--- src/rtl/shift_seq_pkg.sv ---
// Shared encodings for the shift register command sequencer.
package shift_seq_pkg;

  // Command opcodes as they appear on cmd_op.
  typedef enum logic [1:0] {
    OP_LOAD   = 2'b00,
    OP_SHIFT  = 2'b01,
    OP_ROTATE = 2'b10,
    OP_CLEAR  = 2'b11
  } op_e;

  // Sequencer states.
  typedef enum logic [1:0] {
    StIdle = 2'b00,
    StRun  = 2'b01,
    StClr  = 2'b10,
    StResp = 2'b11
  } state_e;

  // Shift direction values for the register dir pin.
  localparam logic DIR_RIGHT = 1'b0;
  localparam logic DIR_LEFT  = 1'b1;

endpackage

--- src/rtl/shift_seq_counter.sv ---
// Loadable down-counter holding the number of shift edges still to issue.
module shift_seq_counter #(
  parameter int unsigned CW = 4
) (
  input  logic          clk,
  input  logic          rst,
  input  logic          load,
  input  logic [CW-1:0] load_val,
  input  logic          dec,
  output logic [CW-1:0] count,
  output logic          zero
);

  logic [CW-1:0] count_d, count_q;

  // Load has priority over decrement; caller keeps dec low at zero.
  always_comb begin
    count_d = count_q;
    if (load) begin
      count_d = load_val;
    end else if (dec) begin
      count_d = count_q - CW'(1);
    end
  end

  // Count register.
  always_ff @(posedge clk) begin
    if (rst) begin
      count_q <= '0;
    end else begin
      count_q <= count_d;
    end
  end

  assign count = count_q;
  assign zero  = (count_q == '0);

endmodule

--- src/rtl/shift_seq_ctrl.sv ---
// Command sequencer driving a bidirectional shift register one edge at a time.
module shift_seq_ctrl
  import shift_seq_pkg::*;
#(
  parameter int unsigned MSB = 8,
  parameter int unsigned CW  = $clog2(MSB) + 1
) (
  input  logic           clk,
  input  logic           rst,
  input  logic           cmd_valid,
  output logic           cmd_ready,
  input  logic [1:0]     cmd_op,
  input  logic           cmd_dir,
  input  logic [CW-1:0]  cmd_count,
  input  logic           cmd_fill,
  input  logic [MSB-1:0] cmd_data,
  output logic           rsp_valid,
  input  logic           rsp_ready,
  output logic [MSB-1:0] rsp_data,
  output logic           rsp_carry,
  output logic           sr_d,
  output logic           sr_en,
  output logic           sr_dir,
  output logic           sr_circular,
  output logic           sr_rstn,
  output logic           sr_carry_in,
  input  logic [MSB-1:0] sr_out,
  input  logic           sr_carry_out
);

  state_e         state_d, state_q;
  op_e            op_d, op_q;
  logic           dir_d, dir_q;
  logic           fill_d, fill_q;
  logic [MSB-1:0] data_d, data_q;
  logic           rsp_carry_d, rsp_carry_q;

  logic           cnt_load;
  logic           cnt_dec;
  logic [CW-1:0]  cnt_load_val;
  logic [CW-1:0]  cnt;
  logic           cnt_zero;
  logic           cnt_last;
  logic [CW-1:0]  count_sat;
  op_e            cmd_op_e;

  assign cmd_op_e  = op_e'(cmd_op);
  // Counts beyond the register width are clamped to a full-width pass.
  assign count_sat = (cmd_count > CW'(MSB)) ? CW'(MSB) : cmd_count;

  // Remaining-edge count for the command being executed.
  always_comb begin
    unique case (cmd_op_e)
      OP_LOAD:  cnt_load_val = CW'(MSB);
      OP_CLEAR: cnt_load_val = '0;
      default:  cnt_load_val = count_sat;
    endcase
  end

  assign cnt_load = (state_q == StIdle) && cmd_valid;
  assign cnt_dec  = (state_q == StRun) && !cnt_zero;
  assign cnt_last = (cnt == CW'(1));

  shift_seq_counter #(
    .CW(CW)
  ) u_counter (
    .clk      (clk),
    .rst      (rst),
    .load     (cnt_load),
    .load_val (cnt_load_val),
    .dec      (cnt_dec),
    .count    (cnt),
    .zero     (cnt_zero)
  );

  // Next-state logic and command latching.
  always_comb begin
    state_d     = state_q;
    op_d        = op_q;
    dir_d       = dir_q;
    fill_d      = fill_q;
    data_d      = data_q;
    rsp_carry_d = rsp_carry_q;
    unique case (state_q)
      StIdle: begin
        if (cmd_valid) begin
          op_d        = cmd_op_e;
          dir_d       = cmd_dir;
          fill_d      = cmd_fill;
          data_d      = cmd_data;
          rsp_carry_d = 1'b0;
          if (cmd_op_e == OP_CLEAR) begin
            state_d = StClr;
          end else if (cnt_load_val == '0) begin
            state_d = StResp;
          end else begin
            state_d = StRun;
          end
        end
      end
      StRun: begin
        // LOAD feeds the word LSB first; consume one bit per edge.
        if (op_q == OP_LOAD) begin
          data_d = data_q >> 1;
        end
        if (cnt_last || cnt_zero) begin
          rsp_carry_d = sr_carry_out;
          state_d     = StResp;
        end
      end
      StClr: begin
        state_d = StResp;
      end
      StResp: begin
        if (rsp_ready) begin
          state_d = StIdle;
        end
      end
      default: begin
        state_d = StIdle;
      end
    endcase
  end

  // Control-pin and response decode from the current state.
  always_comb begin
    cmd_ready   = 1'b0;
    rsp_valid   = 1'b0;
    rsp_data    = '0;
    sr_en       = 1'b0;
    sr_d        = 1'b0;
    sr_dir      = DIR_RIGHT;
    sr_circular = 1'b0;
    sr_carry_in = 1'b0;
    sr_rstn     = 1'b1;
    unique case (state_q)
      StIdle: begin
        cmd_ready = 1'b1;
      end
      StRun: begin
        sr_en = 1'b1;
        unique case (op_q)
          OP_LOAD: begin
            sr_d = data_q[0];
          end
          OP_SHIFT: begin
            sr_dir      = dir_q;
            sr_d        = fill_q;
            sr_carry_in = fill_q;
          end
          OP_ROTATE: begin
            sr_dir      = dir_q;
            sr_circular = 1'b1;
          end
          default: begin
          end
        endcase
      end
      StClr: begin
        sr_rstn = 1'b0;
      end
      StResp: begin
        rsp_valid = 1'b1;
        // Register is idle here, so its contents are stable for the whole response.
        rsp_data  = (op_q == OP_CLEAR) ? '0 : sr_out;
      end
      default: begin
      end
    endcase
  end

  assign rsp_carry = rsp_carry_q;

  // State and latched-command registers.
  always_ff @(posedge clk) begin
    if (rst) begin
      state_q     <= StIdle;
      op_q        <= OP_LOAD;
      dir_q       <= DIR_RIGHT;
      fill_q      <= 1'b0;
      data_q      <= '0;
      rsp_carry_q <= 1'b0;
    end else begin
      state_q     <= state_d;
      op_q        <= op_d;
      dir_q       <= dir_d;
      fill_q      <= fill_d;
      data_q      <= data_d;
      rsp_carry_q <= rsp_carry_d;
    end
  end

endmodule

--- config.mk ---
export PLATFORM = sky130hd
export DESIGN_NAME = shift_seq_ctrl
export DESIGN_NICKNAME = d
export VERILOG_FILES = /design/src/rtl/shift_seq_pkg.sv /design/src/rtl/shift_seq_counter.sv /design/src/rtl/shift_seq_ctrl.sv
export SDC_FILE = /design/constraint.sdc
export NUM_CORES = 1
export LEC_CHECK = 0
export BUFFER_PORTS_ARGS = -buffer_cell sky130_fd_sc_hd__buf_2
export CORE_MARGIN = 2
export CORE_UTILIZATION = 34
export DETAILED_ROUTE_END_ITERATION = 12
export HOLD_SLACK_MARGIN = 0.15
export PLACE_DENSITY = 0.59
export SYNTH_ARGS = -nofsm -noshare
export SYNTH_HDL_FRONTEND = slang
export SYNTH_SLANG_ARGS = --single-unit
--- constraint.sdc ---
create_clock -name clk -period 3.7 [get_ports clk]
set_input_delay 0.555 -clock clk [delete_from_list [all_inputs] [get_ports clk]]
set_output_delay 0.555 -clock clk [all_outputs]
set_load 0.02 [all_outputs]
==> metrics.md, run 1 <==
| Metric | Value |
|---|---|
| Min-delay src | dir_q$_SDFFE_PP0P_ |
| # DRC | 0 |
| Global-route wire length before repair | 4710 µm |
| Worst slew pin tran | 941 ps |
| Layout cells sized above 1 | 33.3% |
| Root buffer cell | clkbuf_8 |
| Largest net degree at the start of global routing | 23 |
| CTS Buf Count | 3 |
| Clk network pwr share | 13.3% |
| Initial antenna violation count | 0 |
| Required time worst endpoint | 3140 ps |
| Placer congestion estimate | 0.751 |
| Hold path endpoint | dir_q$_SDFFE_PP0P_ |
| Gr ovfl total | 0 |
| Comb power frac | 56.3% |
| Max Root-Sink Buffers | 2 |
| Relative slew slack | 37.2% |
| Cell area after synthesis | 1270 µm² |
| Slowest library cell on the worst path | ha_1 |
| Max_cap viols | 0 |
| Nets | 228 |
| Crit Reg-Reg Endpoint | u_counter.count[3]$_SDFFE_PP0P_ |
| Initial Util | 34.8% |
| Tmin final | 2550 ps |
| Number of synthesized flops with an enable pin | 0 |
| Int Pwr | 588 µW |
| Clk sinks | 19 |
| Prevailing post-synth register cell | dfxtp_1 |
| Seq/Total Area, Yosys | 30.0% |
| RR Startpoint | state_q[1]$_SDFFE_PP0P_ |
| Final Hold Vio Count | 0 |
| CP Cell Sequence | inv_1, ha_1, and3_1, a31o_2, buf_2 |
| Syn Nets | 184 |
| Clock skew | 1.07 ps |
| CP max stage delay | 780 ps |
| Number of port buffers | 45 |
| Row count | 22 |
| Routed len/inst | 11.9 µm |
| Synth warn | 0 |
| Final setup fails | 0 |
| RSZ-0062 raised after global routing | no |
| GR Util All Layers | 14.1% |
| Crit-path max FO | 22 |
| CP arrival | 2000 ps |
| P_leak | 0.000731 µW |
| DIE HEIGHT | 65.0 µm |
| Cell area power density | 687 nW/µm² |
| Status | completed |
| Synth cell types | 38 |
| WP buf/inv | 2 |
| Placed wire-length estimate | 2180 µm |
| Placed insts | 230 |
| FF-to-FF path depth | 6 |
| # Post-CTS Setup Buffers | 0 |
| Maximum clock frequency | 392 MHz |
| Largest delay share family, worst path | adder cells |
| Reg power frac | 30.4% |
| H-tree depth | 1 |
| Seq cells post-synth | 19 |
| Chip width | 65.0 µm |
| Vias in the first global route | 1,123 |
| Die area | 4230 µm² |
| Min-Delay Path Depth | 2 |
| Reg2Reg Setup Slack | 1500 ps |
| Antenna cell count | 0 |
| Core Area | 3630 µm² |
| CTS tree | yes |
| Num ports | 46 |
| Clock slew at reported path FFs | 70 ps |
| Slew Viols, Final | 0 |
| Vias | 1,112 |
| Crit share post-route | 69.0% |
| HP Class | flop to flop |
| Crit path kind | flop to primary output |
| Synth-to-layout area growth | 22.7% |
| Via-per-instance ratio | 4.75 |
| Initial DRC count | 25 |
| Final WL | 2780 µm |
| Async S/R FF share, synth | 0% |
| Crit path capture type | primary output |
| Switching share of power | 44.9% |
| Fin cells | 234 |
| Placed inst area | 1510 µm² |
| CP Launch Type | flop |
| Synthesized instance count | 143 |
| Fillcell total | 382 |
| Post-route cell area | 1550 µm² |
| Antenna Nets Post-Route | 0 |
| Overall Power | 1070 µW |
| Max VDD drop | 0.213 mV |
| TritonRoute pass-1 iters | 4 |
| Setup TNS | 0 ps |
| Clock latency on the worst-skew pair | 250 ps |
| Resize count post-CTS | 0 |
| Sw Pwr | 479 µW |
| Syn avg cell area | 8.85 µm² |
| Hold-fix buffers at CTS | 0 |
==> worst max path at each step <==
stage / from / endpoint / depth (start not counted)
2_1_floorplan: state_q[1]$_SDFFE_PP0P_ / sr_d / 5
3_3_place_gp: state_q[1]$_SDFFE_PP0P_ / sr_d / 5
3_5_place_dp: state_q[1]$_SDFFE_PP0P_ / sr_d / 5
4_1_cts: state_q[1]$_SDFFE_PP0P_ / sr_d / 5
5_1_grt: state_q[1]$_SDFFE_PP0P_ / sr_d / 5
6_report: state_q[1]$_SDFFE_PP0P_ / sr_d / 5
==> state kept, by name, summed over array words and instances, names as in the netlist <==
name,flops
u_counter.count,4
data_q,8
dir_q,1
rsp_carry,1
fill_q,1
state_q,2
op_q,2
==> Yosys cell counts, drive strengths merged (2+ instances only) <==
library cell / instances / area [µm²]
nor4b: 2 / 23.8
nand3b: 2 / 15.0
and3: 2 / 12.5
a21oi: 8 / 40.0
nor2b: 2 / 12.5
nand4b: 2 / 17.5
ha: 12 / 150
inv: 12 / 45.0
nand3: 3 / 15.0
nor2: 15 / 63.8
and2: 10 / 62.6
o31ai: 3 / 46.3
o21ai: 4 / 20.0
a211oi: 9 / 87.6
mux2: 2 / 26.3
nand2: 12 / 45.0
dfxtp: 19 / 380
mux2i: 9 / 90.1
buf: 6 / 43.8
==> per-stage QoR <==
stage / util, % / setup WS (ps) / hold WS (ps)
floorplan: - / 1720 / 432
global placement: 41.5 / 1490 / 438
detailed placement: 41.5 / 1410 / 444
CTS: 42.8 / 1120 / 455
global route: 42.8 / 1010 / 494
finish: 42.8 / 1150 / 450
==> worst min-delay path, cell delays in order (launching register included) <==
cell	delay (ps)
dfxtp_1	310
nand2_1	50
a21oi_1	50
==> cells in the final DEF, fill, tap and decap left out, types with 3 or more instances in the layout <==
cell,synthesis,layout
clkbuf_8,0,3
and2_1,10,10
dfxtp_1,19,19
mux2i_1,9,9
a211oi_1,5,5
a211oi_2,4,4
ha_1,12,12
buf_2,2,45
a21oi_1,8,8
o21ai_0,3,3
nor2_1,14,14
nand3_1,3,3
inv_1,11,11
nand2_1,12,12
==> power by group through the flow <==
stage	clock network, µW	logic (µW)	registers, µW
final	142	601	325
after global routing	154	680	334
after CTS	150	612	324
after detailed placement	0	610	329
after global placement	0	591	326
after floorplan	0	514	319
==> cells by family after synthesis <==
kind of cell | share of synthesized area [%]
and+or+nand+nor | 22.6
AOI/OAI and AO/OA | 18.6
DFF | 30.0
buffers and inverters | 7.02
adders and majority gates | 11.9
muxes | 9.19
xor gates and xnor gates | 0.692
==> per-layer routing <==
metal,wire length [µm],up-vias,GRT usage [%]
met2,1510,26,29.5
met4,25,0,3.91
met1,1110,500,14.3
li1,-,584,-
met3,128,2,1.39
met5,0,-,0
==> area by class of cell <==
class | count | area, µm² | area share, %
Multi-Input combinational cell | 106 | 797 | 51.3
Sequential cell | 19 | 380 | 24.5
Timing Repair Buffer | 45 | 225 | 14.5
Tap cell | 48 | 60.1 | 3.86
Inverter | 12 | 45.0 | 2.90
Clock buffer | 3 | 41.3 | 2.66
Clock inverter | 1 | 5.00 | 0.322
No activity file was read; power rests on OpenSTA's default activity.
==> run 2: changes to the inputs <==
==> constraint.sdc (replaced) <==
create_clock -name clk -period 2.5 [get_ports clk]
set_input_delay 0.375 -clock clk [delete_from_list [all_inputs] [get_ports clk]]
set_output_delay 0.375 -clock clk [all_outputs]
set_load 0.02 [all_outputs]
==> metrics.md, run 2 (synthesized netlist as in run 1, its figures left out) <==
| Metric | Value |
|---|---|
| Status | completed |
| Cell area power density | 1020 nW/µm² (+49%) |
| CTS Buf Count | 3 (unchanged) |
| CP Cell Sequence | inv_1, ha_1, and3_1, a31o_2, buf_2 |
| Worst slew pin tran | 435 ps (-507 ps) |
| Clock skew | 2.01 ps (+0.933 ps) |
| Antenna cell count | 0 (unchanged) |
| Crit Reg-Reg Endpoint | u_counter.count[3]$_SDFFE_PP0P_ |
| Placer congestion estimate | 0.736 (-2.0%) |
| # DRC | 0 (unchanged) |
| Die area | 4230 µm² (unchanged) |
| Min-Delay Path Depth | 3 (+1) |
| CP Launch Type | flop |
| Crit path capture type | primary output |
| Place WS | 657 ps (-758 ps) |
| Final WL | 2840 µm (+2.3%) |
| Clock latency on the worst-skew pair | 250 ps (about the same) |
| Root buffer cell | clkbuf_8 |
| Most frequent cells in the layout | buf_2 (45), dfxtp_1 (19), nor2_1 (14) |
| Max_cap viols | 0 (unchanged) |
| Reg2Reg Setup Slack | 640 ps (-860 ps) |
| # Post-CTS Setup Buffers | 0 (unchanged) |
| FF-to-FF path depth | 7 (+1) |
| Largest Register | data_q |
| Max Root-Sink Buffers | 2 (unchanged) |
| Slew Viols, Final | 0 (unchanged) |
| Maximum clock frequency | 520 MHz |
| Clock slew at reported path FFs | 70 ps (about the same) |
| Initial DRC count | 11 (-56%) |
| Max VDD drop | 0.301 mV (+41%) |
| Num ports | 46 (unchanged) |
| Gr ovfl total | 0 (unchanged) |
| Hold-fix buffers at CTS | 0 (unchanged) |
| DIE HEIGHT | 65.0 µm (unchanged) |
| Resize count post-CTS | 0 (unchanged) |
| Levels on crit path | 5 (unchanged) |
| Hold path endpoint | dir_q$_SDFFE_PP0P_ |
| Core Area | 3630 µm² (unchanged) |
| Largest net degree at the start of global routing | 22 (-4.3%) |
| Placed wire-length estimate | 2280 µm (+4.9%) |
| Synth-to-layout area growth | 23.3% |
| Antenna Nets Post-Route | 0 (unchanged) |
| RSZ-0062 raised after global routing | no |
| Number of port buffers | 45 (unchanged) |
| Launch point of the worst path | state_q[1]$_SDFFE_PP0P_ |
| Most common cell after layout, fill and taps aside | buf_2 |
| Final setup fails | 0 (unchanged) |
| Initial Util | 34.8% (unchanged) |
| RR Startpoint | state_q[1]$_SDFFE_PP0P_ |
| Crit share post-route | 77.0% |
| Tmin final | 1920 ps |
| GR Util All Layers | 14.0% (-0.016 points) |
| P_leak | 0.000736 µW (+0.71%) |
| Largest delay share family, worst path | flip-flops |
| Fillcell total | 393 (+2.9%) |
| CP arrival | 1550 ps (-450 ps) |
| Chip width | 65.0 µm (unchanged) |
| H-tree depth | 1 (unchanged) |
| Layout cells sized above 1 | 33.7% (+0.36 points) |
| Slowest library cell on the worst path | dfxtp_1 |
| Vias | 1,133 (+1.9%) |
| Clk sinks | 19 (unchanged) |
| Nets | 229 (+0.44%) |
| Max reg flops | 8 (unchanged) |
| TritonRoute pass-1 iters | 4 (unchanged) |
| Min-delay src | cmd_dir |
| HP Class | primary input to flop |
| Row count | 22 (unchanged) |
| Initial antenna violation count | 0 (unchanged) |
| CP max stage delay | 390 ps (-390 ps) |
| Required time worst endpoint | 2120 ps (-1020 ps) |
| Worst Slack Setup Final | 575 ps (-573 ps) |
| Setup TNS | 0 ps (unchanged) |
| Final Hold Vio Count | 0 (unchanged) |
| Global-route wire length before repair | 4680 µm (-0.57%) |
| Routed len/inst | 12.1 µm (+1.8%) |
| Relative slew slack | 71.0% (+34 points) |
| CTS tree | yes |
| Crit-path max FO | 6 (-73%) |
| WP buf/inv | 2 (unchanged) |
| Via-per-instance ratio | 4.82 (+1.5%) |
| Fin util | 43.0% (+0.21 points) |
| Vias in the first global route | 1,099 (-2.1%) |
| Crit path kind | flop to primary output |
[run 2: cell types whose count changed in the layout (fill, tap and decap cells not counted), sizes merged]
cell,before,now
buf,45,46
[run 2: worst reg2reg max path: stages, from the launching register on]
cell	delay, ps
dfxtp_1	350
inv_1	90
ha_1	260
buf_4	290
nor4b_2	240
mux2_2	360
o21ai_1	110
nor2_1	50
[run 2: per-stage QoR]
step / instance area [µm²] / total power [µW] / instances / hold slack, ps
final: 1560 / 1600 / 235 / 360
after global routing: 1560 / 1750 / 235 / 375
after CTS: 1560 / 1610 / 235 / 359
after detailed placement: 1520 / 1400 / 231 / 451
after global placement: 1520 / 1370 / 231 / 448
after floorplan: 1270 / 1230 / 143 / 432
[run 2: report_power, final]
| part | total, µW | switching, µW | internal [µW] |
|---|---|---|---|
| Clock | 215 | 104 | 111 |
| Combinational | 898 | 538 | 360 |
| Sequential | 484 | 77.9 | 406 |
[run 2: routing by layer]
metal / vias to the layer above / track usage, % / share of wire (%)
li1: 583 / - / -
met1: 510 / 14.3 / 38
met2: 34 / 28.5 / 55
met3: 6 / 1.39 / 4.6
met4: 0 / 5.73 / 2.2
met5: - / 0 / 0
[run 2: worst max path at each step]
| stage | endpoint | slack (ps) |
|---|---|---|
| after floorplan | sr_d | 700 |
| after CTS | sr_d | 580 |
| after global placement | u_counter.count[3]$_SDFFE_PP0P_ | 720 |
| after global routing | rsp_data[5] | 470 |
| final | sr_d | 580 |
| after detailed placement | u_counter.count[3]$_SDFFE_PP0P_ | 660 |
[run 2: cell type report]
cell class	count	area, µm²	area share, %
inverter	12	45.0	2.88
timing repair buffer	46	233	14.9
clock inverter	1	5.00	0.321
multi-input combinational	106	797	51.0
sequential	19	380	24.4
clock buffer	3	41.3	2.64
tap	48	60.1	3.85
==> run 3: changes to the inputs <==
==> constraint.sdc (replaced) <==
create_clock -name clk -period 1.9 [get_ports clk]
set_input_delay 0.285 -clock clk [delete_from_list [all_inputs] [get_ports clk]]
set_output_delay 0.285 -clock clk [all_outputs]
set_load 0.02 [all_outputs]
==> metrics.md, run 3 (synthesized netlist as in run 1, its figures left out) <==
| Metric | Value |
|---|---|
| Crit-path max FO | 8 (+2) |
| Required time worst endpoint | 1620 ps (-500 ps) |
| Num ports | 46 (unchanged) |
| Row count | 22 (unchanged) |
| Min-Delay Path Depth | 3 (unchanged) |
| Worst slew pin tran | 444 ps (+9.22 ps) |
| RSZ-0062 raised after global routing | no |
| Largest net degree at the start of global routing | 22 (unchanged) |
| Resize count post-CTS | 1 (+1) |
| Reg2Reg Setup Slack | 230 ps (-410 ps) |
| Crit share post-route | 95.3% |
| Clk sinks | 19 (unchanged) |
| Crit path capture type | primary output |
| Layout cells sized above 1 | 35.8% (+2.1 points) |
| TritonRoute pass-1 iters | 4 (unchanged) |
| Vias | 1,155 (+1.9%) |
| Most frequent cells in the layout | buf_2 (45), dfxtp_1 (19), nor2_1 (14) |
| Slew Viols, Final | 0 (unchanged) |
| Root buffer cell | clkbuf_8 |
| Max Root-Sink Buffers | 2 (unchanged) |
| # Post-CTS Setup Buffers | 0 (unchanged) |
| Clock slew at reported path FFs | 70 ps (about the same) |
| Nets | 232 (+1.3%) |
| CP arrival | 1530 ps (-20 ps) |
| Antenna Nets Post-Route | 0 (unchanged) |
| CP max stage delay | 380 ps (about the same) |
| CTS tree | yes |
| Routed len/inst | 11.9 µm (-1.9%) |
| Tmin final | 1810 ps |
| Antenna cell count | 0 (unchanged) |
| Gr ovfl total | 0 (unchanged) |
| Min-delay src | cmd_dir |
| Vias in the first global route | 1,110 (+1.0%) |
| Final setup fails | 0 (unchanged) |
| Placed wire-length estimate | 2280 µm (about the same) |
| Relative slew slack | 70.4% (-0.61 points) |
| Number of port buffers | 45 (unchanged) |
| CP Cell Sequence | inv_1, ha_2, and3_1, a31o_2, buf_2 |
| Clock latency on the worst-skew pair | 260 ps (about the same) |
| DIE HEIGHT | 65.0 µm (unchanged) |
| Final Hold Vio Count | 0 (unchanged) |
| Crit path kind | flop to primary output |
| HP Class | primary input to flop |
| Hold-fix buffers at CTS | 0 (unchanged) |
| Core Area | 3630 µm² (unchanged) |
| Final WL | 2820 µm (-0.60%) |
| Chip width | 65.0 µm (unchanged) |
| Crit Reg-Reg Endpoint | data_q[5]$_SDFFE_PP0P_ |
| Slowest library cell on the worst path | dfxtp_1 |
| Cell area power density | 1340 nW/µm² (+31%) |
| Clock skew | 2.38 ps (+0.371 ps) |
| Die area | 4230 µm² (unchanged) |
| Most common cell after layout, fill and taps aside | buf_2 |
| Status | completed |
| Setup TNS | 0 ps (unchanged) |
| FF-to-FF path depth | 6 (-1) |
| H-tree depth | 1 (unchanged) |
| Final hold slack | 263 ps (-96.5 ps) |
| Initial Util | 34.8% (unchanged) |
| CTS Buf Count | 3 (unchanged) |
| CP Launch Type | flop |
| GR Util All Layers | 14.3% (+0.31 points) |
| Hold path endpoint | dir_q$_SDFFE_PP0P_ |
| Placed insts | 234 (+1.3%) |
| Max reg flops | 8 (unchanged) |
| Maximum clock frequency | 552 MHz |
| Initial antenna violation count | 0 (unchanged) |
| Initial DRC count | 46 (+35) |
| Fin cells | 238 (+1.3%) |
| Via-per-instance ratio | 4.85 (+0.66%) |
| Overall Power | 2130 µW (+33%) |
| Synth-to-layout area growth | 25.5% |
| Max_cap viols | 0 (unchanged) |
| RR Startpoint | state_q[0]$_SDFFE_PP0P_ |
| Largest Register | data_q |
| Max VDD drop | 0.360 mV (+20%) |
| # DRC | 0 (unchanged) |
| Global-route wire length before repair | 4640 µm (-0.90%) |
| Placer congestion estimate | 0.750 (+1.9%) |
| P_leak | 0.000750 µW (+1.9%) |
## run 3: how the worst max path moves through the flow
stage	startpoint	depth (start not counted)	endpoint	slack (ps)
CTS	state_q[1]$_SDFFE_PP0P_	4	rsp_data[4]	70
detailed placement	state_q[1]$_SDFFE_PP0P_	6	data_q[5]$_SDFFE_PP0P_	230
finish	state_q[1]$_SDFFE_PP0P_	5	sr_d	90
global placement	state_q[0]$_SDFFE_PP0P_	6	state_q[0]$_SDFFE_PP0P_	290
floorplan	state_q[1]$_SDFFE_PP0P_	5	sr_d	190
global route	state_q[1]$_SDFFE_PP0P_	5	sr_d	8
## run 3: cell type report
class / instances / area, µm²
clock inverter: 1 / 5.00
fill: 373 / 2040
inverter: 12 / 45.0
sequential: 19 / 380
tap: 48 / 60.1
clock buffer: 3 / 41.3
timing repair buffer: 49 / 255
multi-input combinational: 106 / 802
## run 3: per-layer routing
metal | routed length (µm) | vias up | track usage (%) | part of all wire, %
met5 | 0 | - | 0 | 0
met4 | 65 | 0 | 7.03 | 2.3
met3 | 135 | 5 | 1.74 | 4.8
met2 | 1530 | 35 | 28.1 | 54
met1 | 1090 | 528 | 14.8 | 39
li1 | - | 587 | - | -
## run 3: stage by stage
stage                     cell area [µm²]  setup WS, ps  utilization (%)
after floorplan                      1270           189                -
after global placement               1540           286             42.3
after detailed placement             1540           226             42.3
after CTS                            1590          70.2             43.7
after global routing                 1590          7.86             43.7
final                                1590          89.8             43.7
## run 3: where the power goes
group / leakage, µW / internal (µW) / switching (µW)
logic: 0.000568 / 503 / 704
clock network: 0.0000255 / 146 / 141
registers: 0.000157 / 534 / 99.3
## run 3: critical path, delay by kind of cell (launching register included)
kind | cells | cell delay (ps)
flip-flops | 1 | 380
buffers and inverters | 2 | 230
adder cells (fa/ha/maj) | 1 | 220
AND/OR/NAND/NOR | 1 | 220
AO/OA/AOI/OAI | 1 | 210
